`config.mk`:
```
export PLATFORM = sky130hd
export DESIGN_NAME = mem_inject_arbiter
export DESIGN_NICKNAME = d
export VERILOG_FILES = /design/src/rtl/mem_inject_arbiter.sv
export SDC_FILE = /design/constraint.sdc
export NUM_CORES = 1
export LEC_CHECK = 0
export ABC_CLOCK_PERIOD_IN_PS = 5100
export BUFFER_PORTS_ARGS = -buffer_cell sky130_fd_sc_hd__buf_2
export CAP_MARGIN = 30
export CORE_AREA = 2 2 502 504
export CTS_BUF_LIST = sky130_fd_sc_hd__clkbuf_8
export DETAILED_ROUTE_END_ITERATION = 10
export DIE_AREA = 0 0 504 506
export SYNTH_ARGS = -nofsm -noshare
export SYNTH_HDL_FRONTEND = slang
export SYNTH_SLANG_ARGS = --single-unit
```
`constraint.sdc`:
```
create_clock -name clk -period 5.1 [get_ports clk]
set_input_delay 0.51 -clock clk [delete_from_list [all_inputs] [get_ports clk]]
set_output_delay 0.51 -clock clk [all_outputs]
set_load 0.02 [all_outputs]
```
`src/rtl/mem_inject_arbiter.sv`:
```
// mem_inject_arbiter
//   Round-robin arbiter that shares one network local injection port among
//   NUM_REQ core requesters. A granted request is latched and sent as one
//   flit (narrow access, or any read) or WIDE_WIDTH/FLIT_SIZE flits (wide
//   write with SRF mode enabled). The grant is held until the last flit is
//   accepted. The requester is then acked for one cycle.
//
// Ports
//   clk, rst_n        clock; asynchronous active-low reset
//   srf_enable        SRF mode; enables multi-flit wide writes
//   req_valid/read/wide/addr/data   per-requester request (packed slices)
//   req_ack           one-cycle pulse when a requester's packet is injected
//   flit_valid/ready  handshake with the router local port
//   flit_addr/data/src/idx/read/wide/last   flit fields (zero when idle)
//   busy              arbiter is not in IDLE
module mem_inject_arbiter #(
  parameter int NUM_REQ    = 4,
  parameter int ADDR_WIDTH = 32,
  parameter int WIDE_WIDTH = 256,
  parameter int FLIT_SIZE  = 64
) (
  input  logic                          clk,
  input  logic                          rst_n,
  input  logic                          srf_enable,
  input  logic [NUM_REQ-1:0]            req_valid,
  input  logic [NUM_REQ-1:0]            req_read,
  input  logic [NUM_REQ-1:0]            req_wide,
  input  logic [NUM_REQ*ADDR_WIDTH-1:0] req_addr,
  input  logic [NUM_REQ*WIDE_WIDTH-1:0] req_data,
  output logic [NUM_REQ-1:0]            req_ack,
  output logic                          flit_valid,
  input  logic                          flit_ready,
  output logic [ADDR_WIDTH-1:0]         flit_addr,
  output logic [FLIT_SIZE-1:0]          flit_data,
  output logic [$clog2(NUM_REQ)-1:0]    flit_src,
  output logic [1:0]                    flit_idx,
  output logic                          flit_read,
  output logic                          flit_wide,
  output logic                          flit_last,
  output logic                          busy
);

  localparam int SRC_W = $clog2(NUM_REQ);
  localparam int FLITS = WIDE_WIDTH / FLIT_SIZE;
  localparam logic [1:0] LAST_WIDE = 2'(FLITS - 1);

  typedef enum logic [1:0] {IDLE, SEND, ACK} state_t;

  state_t                 state_q, state_d;
  logic [SRC_W-1:0]       rr_ptr_q;
  logic [SRC_W-1:0]       src_q;
  logic [SRC_W-1:0]       grant_idx;
  logic                   grant_found;
  logic [1:0]             idx_q;
  logic                   read_q;
  logic                   wide_q;   // wide AND srf_enable, as seen at grant
  logic                   multi_q;  // packet is a multi-flit wide write
  logic [ADDR_WIDTH-1:0]  addr_q;
  logic [WIDE_WIDTH-1:0]  data_q;
  logic                   is_last;

  assign is_last = (idx_q == (multi_q ? LAST_WIDE : 2'd0));

  // Search starts one past the last served requester, so it has lowest
  // priority next time.
  always_comb begin
    grant_found = 1'b0;
    grant_idx   = '0;
    for (int unsigned k = 1; k <= NUM_REQ; k++) begin
      if (!grant_found && req_valid[(32'(rr_ptr_q) + k) % NUM_REQ]) begin
        grant_found = 1'b1;
        grant_idx   = SRC_W'((32'(rr_ptr_q) + k) % NUM_REQ);
      end
    end
  end

  always_ff @(posedge clk or negedge rst_n) begin
    if (!rst_n) begin
      state_q  <= IDLE;
      rr_ptr_q <= SRC_W'(NUM_REQ - 1);
      src_q    <= '0;
      idx_q    <= '0;
      read_q   <= 1'b0;
      wide_q   <= 1'b0;
      multi_q  <= 1'b0;
      addr_q   <= '0;
      data_q   <= '0;
    end else begin
      state_q <= state_d;
      case (state_q)
        IDLE: begin
          if (grant_found) begin
            src_q   <= grant_idx;
            read_q  <= req_read[grant_idx];
            wide_q  <= req_wide[grant_idx] & srf_enable;
            multi_q <= req_wide[grant_idx] & ~req_read[grant_idx] & srf_enable;
            addr_q  <= req_addr[grant_idx*ADDR_WIDTH +: ADDR_WIDTH];
            data_q  <= req_data[grant_idx*WIDE_WIDTH +: WIDE_WIDTH];
            idx_q   <= '0;
          end
        end
        SEND: begin
          if (flit_ready && !is_last) idx_q <= idx_q + 2'd1;
        end
        ACK: rr_ptr_q <= src_q;
        default: ;
      endcase
    end
  end

  always_comb begin
    state_d    = state_q;
    req_ack    = '0;
    flit_valid = 1'b0;
    flit_addr  = '0;
    flit_data  = '0;
    flit_src   = '0;
    flit_idx   = '0;
    flit_read  = 1'b0;
    flit_wide  = 1'b0;
    flit_last  = 1'b0;
    busy       = (state_q != IDLE);
    case (state_q)
      IDLE: begin
        if (grant_found) state_d = SEND;
      end
      SEND: begin
        flit_valid = 1'b1;
        flit_addr  = addr_q + (ADDR_WIDTH'(idx_q) << 3);
        flit_data  = data_q[FLIT_SIZE*idx_q +: FLIT_SIZE];
        flit_src   = src_q;
        flit_idx   = idx_q;
        flit_read  = read_q;
        flit_wide  = wide_q;
        flit_last  = is_last;
        if (flit_ready && is_last) state_d = ACK;
      end
      ACK: begin
        req_ack[src_q] = 1'b1;
        state_d        = IDLE;
      end
      default: state_d = IDLE;
    endcase
  end

endmodule
```
# --- Word level (Yosys, flattened, before mapping) ---
# Cells that the tools add are included.
word_totals:
  register_bits: 299
  output_inout_bits: 109
  elab_cells: 89
op_classes:
  add_sub_neg: 6
  magnitude_cmp: 7
  eq_ne: 6
  n_shift: 3
  mux: 38
  n_bitwise: 4
  reduce_logical: 16
ops:
  columns: ["cell", "n"]
  rows:
  - ["1024-bit by 11-bit indexed part select with 256-bit output", 1]
  - ["256-bit by 9-bit indexed part select with 64-bit output", 1]
  - ["128-bit by 8-bit indexed part select with 32-bit output", 1]
  - ["64-bit 2-to-1 mux", 1]
  - ["32-bit by 5-bit adder with 32-bit output", 1]
  - ["32-bit 2-to-1 mux", 1]
  - ["2-bit 2-to-1 mux", 11]
  - ["2-bit by 3-bit less-than comparator with 1-bit output, second input constant", 6]
  - ["1-bit 2-to-1 mux", 15]
  - ["1-bit binary-select mux with 2-bit select", 6]
  - ["2-bit case mux with 2 select lines", 2]
  - ["2-bit by 1-bit adder with 2-bit output, second input constant", 3]
  - ["1-bit logical AND", 6]
  - ["2-bit inequality test, second input constant", 3]
  - ["2-bit adder, second input constant", 2]
  - ["1-bit zero test", 4]
  - ["4-bit 2-to-1 mux", 1]
  - ["2-bit AND reduction", 2]
  - ["2-bit nonzero test", 2]
  - ["1-bit bitwise AND", 3]
  - ["3-bit AND reduction", 1]
  - ["1-bit demux with 2-bit select", 1]
  - ["2-bit by 1-bit equality test with 1-bit output, second input constant", 1]
  - ["2-bit equality test", 1]
  - ["other kinds (4)", 4]

# --- Depth between registers and ports, before layout ---
# Gate-level depths: netlist of the first run.
depth:
  word_depth: 18
  ltp_mapped: 9

# --- Least setup slack after synthesis of the first run ---
# No wires, ideal clock.
synth_timing:
  path_kind: "reg2out"
  from: "register idx_q[0]"
  to: "output flit_addr[31]"
  arrival_time_ps: 2101
  required_ps: 4590
  slack_ps: 2489
  path_stages_with_launch: 10
  path_cell_list: "dfrtp_1 -> ha_1 -> fa_1 -> nand2_1 -> nor2_1 -> and3_1 -> buf_2 -> or3b_1 -> xor2_1 -> nor2_1"
synth_via:
  elab_chain_cells: 2
synth_rtl:
  columns: ["item", "line", "rtl"]
  rows:
  - ["from (decl)", "54", "logic [1:0] idx_q;"]
  - ["from (signal assigned)", "103", "if (flit_ready && !is_last) idx_q <= idx_q + 2'd1;"]
  - ["32-bit by 5-bit adder with 32-bit output", "129", "flit_addr = addr_q + (ADDR_WIDTH'(idx_q) << 3);"]
  - ["32-bit 2-to-1 mux", "123", "case (state_q)"]
  - ["to (decl)", "33", "output logic [ADDR_WIDTH-1:0] flit_addr,"]
# Every way passes these cells.

# --- Worst setup path in the final report of the first run ---
layout_timing:
  from: "register idx_q[1]"
  to: "output flit_addr[31]"
# The elaborated chain is that of the path after synthesis.

==> impl_metrics.toml, run 1 <==
[run_status]
outcome = "complete, but fails checks"
violations = "antenna violations"

[timing]
period_needed_ps = 4550
hold_viol = 0
maxSlewViolCount = 0
setup_viol = 0
finClkSkew_ps = 38.2
fmax_mhz = 220
setup_tns_ps = 0
rsz0062_at_grt = "no"
worstMarginPinSlew_ps = 1110
finalCritPeriodShare = 0.892
relSlewSlack = 0.261

[routing]
antenna_left = 2
drt-total-wl_mm = 229
avgRoutedWirePerCell_um = 29.0
first_pass_iters = 6
num_vias = 30700
viasPerCell = 3.89
route.detailed.drc = 0
drtIter0Drc = 2787

[setup_path]
crit_path_max_fanout = 19
end_kind = "output pin"
cp_cell_sequence = "fa_1, nand2_1, nor2_1, buf_4, and3_1, or3b_1, xor2_1, nor2_1, buf_2"
crit_type = "flop to output pin"
slowest_delay_ps = 650
critPathRequiredTime_ps = 4590
arrival_ps = 4040
cp-start-kind = "flop"
cpMaxStageDelayCell = "dfrtp_4"
critPathTopFamily = "simple AND/OR/NAND/NOR gates"
critPathBufInv = 2
cp_common_cell = "nor2_1"

[placement]
hpwl_mm = 194
gp_congestion = 1.06
place_area_um2 = 33100
io_buffers = 1276

[layout]
drive_gt1_frac = 0.346
nets = 5543
synthToLayoutAreaGrowth_pct = 66.8
final_core_util = 0.152
layout_commonest_cell = "buf_2"
final_cell_area_um2 = 38100
mostFrequentLayoutCells = "buf_2, nand2_1, dlygate4sd3_1"
nFillCells = 28900

[clock_network]
cts_hold_buf = 323
path_clk_slew_ps = 50
clock_latency_ps = 780
cts_max_path_buffers = 3
ctsResizeCount = 0
root_buffer = "clkbuf_8"
cts_tree = "done"
h-tree-depth = 3
cts_made_buffers = 72
cts_num_sinks = 299
cts_setup_buffers = 0

[synth]
synth_fp_nets = 4083
ys_warn_count = 0
synthAdderAreaFrac = 0.00197
syn_inst = 2912
synth_area_um2 = 22800
muxShareOfSynthArea = 0.0658
seq_area_frac_synth = 0.328
ys_ff_latch = 299
ys.flop_type = "dfrtp_1"
synth_top_area_cell = "dfrtp_1"
synthXorXnorAreaFrac = 0.00997
synth-compound-area-share = 0.196
synth_top_area_share = 0.325
synth_edf_count = 0
synth_top_family_by_area = "simple AND/OR/NAND/NOR gates"
netlist_top_cells_area = "dfrtp_1, nand2_1, a211oi_1, o31ai_1, and3_1"
synth-simple-area-share = 0.345
ys_types = 45
syn_area_per_cell_um2 = 7.84
async_flop_share = 1.00

[floorplanning]
fp.dieH_um = 506
row_count = 184
fp.dieW_um = 504
start_util = 0.0913
fp.coreArea_um2 = 250000
die-area_um2 = 255000
ios = 1277

[power]
power_leakage_nw = 17.2
peakVddDrop_uv = 322
p_total_mw = 21.0
power.density_nw_per_um2 = 552

[global_routing]
antenna_found_initial = 381
first_global_vias = 29100
grt-ovfl-total = 0
grt_util_all_layers = 0.173
grt_max_degree = 132
grt_pass1_wl_mm = 292

[flow_run]
max_cap_violations = 0

[min_path]
worst_hold_path_type = "input port to flop"
through the flow:
step	std cells	setup slack, ps	hold WS (ps)
after detailed placement	7323	1220	459
after global routing	7810	289	20.3
after global placement	7322	1130	455
final	7904	552	126
after CTS	7765	274	0.0154
after floorplan	2912	2490	214
final cells by class:
cell class              count  area (µm²)  share of cell area
repair buffers           1671       10500               0.275
multi-input cells        2326       14200               0.372
clock inverters            37         259             0.00680
inverters                   2        12.5            0.000328
clock buffers              82        1130              0.0296
flip-flops and latches    299        7490               0.197
diodes                    139         348             0.00913
well taps                3348        4190               0.110
state kept, by name (all words and copies together) (netlist names):
name,cells
data_q,256
read_q,1
multi_q,1
rr_ptr_q,2
wide_q,1
idx_q,2
state_q,2
addr_q,32
src_q,2
layer usage:
layer,up-vias,GRT usage,part of all wire
li1,13400,-,-
met1,14300,0.193,0.37
met2,2106,0.269,0.44
met3,709,0.0997,0.14
met4,218,0.0699,0.047
met5,-,0,0.0066
worst paths after layout:
kind	start	endpoint	slack (ps)	depth (start not counted)
worst max-delay path	idx_q[1]$_DFFE_PN0P_	flit_addr[31]	550	9
worst min-delay path	req_data[350]	data_q[94]$_DFFE_PN0P_	130	4
worst max register to register	rr_ptr_q[1]$_DFFE_PN1P_	data_q[75]$_DFFE_PN0P_	1370	9
worst min register to register	addr_q[1]$_DFFE_PN0P_	addr_q[1]$_DFFE_PN0P_	470	2
max in group asynchronous	rst_n	data_q[26]$_DFFE_PN0P_	3690	3
min in group asynchronous	rst_n	data_q[59]$_DFFE_PN0P_	300	2
logic make-up after synthesis:
logic type / count (synthesis)
buf+inv: 287
fa+ha+maj: 3
mux: 70
compound gates: 599
flops: 299
simple gates: 1628
xor+xnor: 26
worst min-delay path, cell delays in order:
cell,delay (ps)
buf_2,90
nand2_1,40
and3_1,140
o31ai_1,70
synth_stat cells (all sizes together) (3+ instances only):
library cell and n:
xor2 20, mux4 64, nand2b 6, mux2i 5
buf 91, xnor2 6, a21oi 8, and2 364
nand4 9, and3 296, o21ai 6, nand2 886
dfrtp 297, a211oi 289, nor2 38, o31ai 289
nor3 3, nand3 11, clkbuf 194, nor2b 5
and4 3
where the power goes:
part	switching [mW]	internal, mW	total [mW]
Clock	1.46	1.61	3.07
Combinational	7.84	5.19	13.0
Sequential	1.28	3.64	4.92
Note: power is estimated with default switching activity, not from simulation.
==> run 2, diff against run 1 <==
--- a/config.mk
+++ b/config.mk
@@ -5,13 +5,16 @@
 export SDC_FILE = /design/constraint.sdc
 export NUM_CORES = 1
 export LEC_CHECK = 0
+export ABC_AREA = 1
 export ABC_CLOCK_PERIOD_IN_PS = 5100
 export BUFFER_PORTS_ARGS = -buffer_cell sky130_fd_sc_hd__buf_2
 export CAP_MARGIN = 30
-export CORE_AREA = 2 2 502 504
+export CORE_AREA = 2 2 492 494
 export CTS_BUF_LIST = sky130_fd_sc_hd__clkbuf_8
 export DETAILED_ROUTE_END_ITERATION = 10
-export DIE_AREA = 0 0 504 506
+export DIE_AREA = 0 0 494 496
+export GPL_ROUTABILITY_DRIVEN = 0
+export SLEW_MARGIN = 20
 export SYNTH_ARGS = -nofsm -noshare
 export SYNTH_HDL_FRONTEND = slang
 export SYNTH_SLANG_ARGS = --single-unit
==> impl_metrics.toml, run 2 <==
[layout]
synthToLayoutAreaGrowth_pct = 69.1
final_cells = 8766
mostFrequentLayoutCells = "buf_2, nand2_1, dlygate4sd3_1"
drive_gt1_frac = 0.364
layout_commonest_cell = "buf_2"
nFillCells = 27500
final_cell_area_um2 = 41700
final_core_util = 0.174
nets = 6473
regMostFlops = "data_q"
largest_reg_flops = 256
reg.largest.list = "data_q x256, addr_q x32"

[timing]
maxSlewViolCount = 0
finClkSkew_ps = 59.9
setup_tns_ps = 0
setup_viol = 0
hold_viol = 0
fmax_mhz = 218
relSlewSlack = 0.246
worstMarginPinSlew_ps = 1130
fin_ws_ps = 512
period_needed_ps = 4590
finalCritPeriodShare = 0.900
whs_ps = 64.2
rsz0062_at_grt = "no"

[setup_path]
r2r-end = "data_q[255]$_DFFE_PN0P_"
crit_type = "flop to flop"
critPathRequiredTime_ps = 5870
cp-start-kind = "flop"
cpMaxStageDelayCell = "nor2_4"
r2r_slack_ps = 510
slowest_delay_ps = 700
arrival_ps = 5350
critPathBufInv = 5
cp_cell_sequence = "inv_4, nand2_2, nand2_1, nand2_1, nand2_2, nor2_8, nand3_1, nand2_8, inv_2, nor2_4, buf_4, o211ai_1, dlygate4sd3_1, nand3_1, dlygate4sd3_1"
reg2reg_depth = 15
crit_path_max_fanout = 42
rr_startpoint = "rr_ptr_q[0]$_DFFE_PN1P_"
critPathTopFamily = "buffers and inverters"
end_kind = "flop"

[global_routing]
grt_max_degree = 184
first_global_vias = 33400
grt_util_all_layers = 0.200
grt_pass1_wl_mm = 322
antenna_found_initial = 398
grt-ovfl-total = 0

[synth]
synth_edf_count = 0
syn_area_per_cell_um2 = 6.78
synth_fp_nets = 4809
ys_warn_count = 0
syn_inst = 3638
ys.flop_type = "dfrtp_1"
synth_top_area_share = 0.301
ys_types = 37
synthMostInstantiatedCell = "nand2_1"
synth_top_area_cell = "dfrtp_1"
ys_ff_latch = 299
seq_area_frac_synth = 0.303
netlist_top_cells_count = "nand2_1, o211ai_1, or2_2, nor2_1, dfrtp_1"
async_flop_share = 1.00
netlist_top_cells_area = "dfrtp_1, nand2_1, o211ai_1, or2_2, nor2_1"
synth_area_um2 = 24700

[clock_network]
h-tree-depth = 3
path_clk_slew_ps = 70
cts_tree = "done"
cts_setup_buffers = 0
cts_num_sinks = 299
cts_max_path_buffers = 3
cts_made_buffers = 74
clock_latency_ps = 810
root_buffer = "clkbuf_8"

[routing]
drtIter0Drc = 3563
antenna_left = 0
viasPerCell = 4.00
num_vias = 35100
avgRoutedWirePerCell_um = 29.2
drt-total-wl_mm = 256
first_pass_iters = 8
route.detailed.drc = 0

[floorplanning]
start_util = 0.103
fp.dieH_um = 496
ios = 1277
fp.dieW_um = 494
die-area_um2 = 245000
fp.coreArea_um2 = 240000
row_count = 180

[power]
power_leakage_nw = 19.5
power.density_nw_per_um2 = 911
p_total_mw = 38.0
peakVddDrop_uv = 984

[placement]
hpwl_mm = 212
place_ws_ps = 1610
place_inst = 7902
io_buffers = 1276
place_area_um2 = 34500

[min_path]
worst_hold_path_type = "input port to flop"
whs_path_depth = 3
min_from = "req_data[121]"
whs_endpoint = "data_q[121]$_DFFE_PN0P_"

[run_status]
outcome = "complete, no violations"

[flow_run]
max_cap_violations = 0
==> run 2: changes by cell type in the layout (fill, tap and decap cells not counted), sizes merged, moves of 288 or more <==
cell,delta
a211oi,-288
and2,-364
and3,-296
o211ai,+454
o31ai,-288
or2,+452
==> run 2: worst reg2reg max path, delay by kind of cell, from the launching register on <==
kind	cells	cell delay, ps
compound gates	1	190
buf+inv	5	1920
simple gates	9	1780
flops	1	660
==> run 2: logic make-up after synthesis <==
kind of cell / share of synthesized area
and+or+nand+nor: 0.363
buffers and inverters: 0.103
DFF: 0.303
AOI/OAI and AO/OA: 0.226
adders and majority gates: 0.00183
xor gates and xnor gates: 0.00213
==> run 2: final cells by class <==
class                           count  area [µm²]  share of cell area
Antenna cell                      225         563              0.0135
Clock buffer                       90        1240              0.0297
Clock inverter                     40         339             0.00813
Inverter                          272        1060              0.0254
Multi-Input combinational cell   2780       14700               0.351
Sequential cell                   299        7490               0.180
Tap cell                         3185        3990              0.0955
Timing Repair Buffer             1875       12400               0.297
==> run 2: per-layer routing <==
layer / track usage / vias up / wire length, µm / share of wire
met3: 0.112 / 766 / 35200 / 0.14
met2: 0.307 / 2238 / 109000 / 0.43
met1: 0.224 / 16200 / 96900 / 0.38
li1: - / 15600 / - / -
met4: 0.0901 / 236 / 13300 / 0.052
met5: 0.00347 / - / 1670 / 0.0065
==> run 2: timing repair <==
item                                   in CTS  in global routing
gates resized for setup                     0                  0
hold buffers                              508                  0
endpoints found under the hold margin     265                  0
==> run 2: worst max-delay path by stage <==
stage                                  from                       to  slack, ps  depth (start not counted)
floorplan              idx_q[1]$_DFFE_PN0P_            flit_addr[22]       2270                         11
global placement    rr_ptr_q[0]$_DFFE_PN1P_  data_q[103]$_DFFE_PN0P_       1570                         14
detailed placement  rr_ptr_q[0]$_DFFE_PN1P_  data_q[103]$_DFFE_PN0P_       1610                         14
CTS                 rr_ptr_q[0]$_DFFE_PN1P_   data_q[26]$_DFFE_PN0P_        580                         16
global route        rr_ptr_q[0]$_DFFE_PN1P_   data_q[20]$_DFFE_PN0P_        340                         16
finish              rr_ptr_q[0]$_DFFE_PN1P_  data_q[255]$_DFFE_PN0P_        510                         15
==> run 2: where the power goes <==
part | internal, mW | switching, mW | leakage [nW]
Sequential | 3.74 | 1.44 | 3.66
Combinational | 10.5 | 18.9 | 14.9
Clock | 1.85 | 1.56 | 0.889
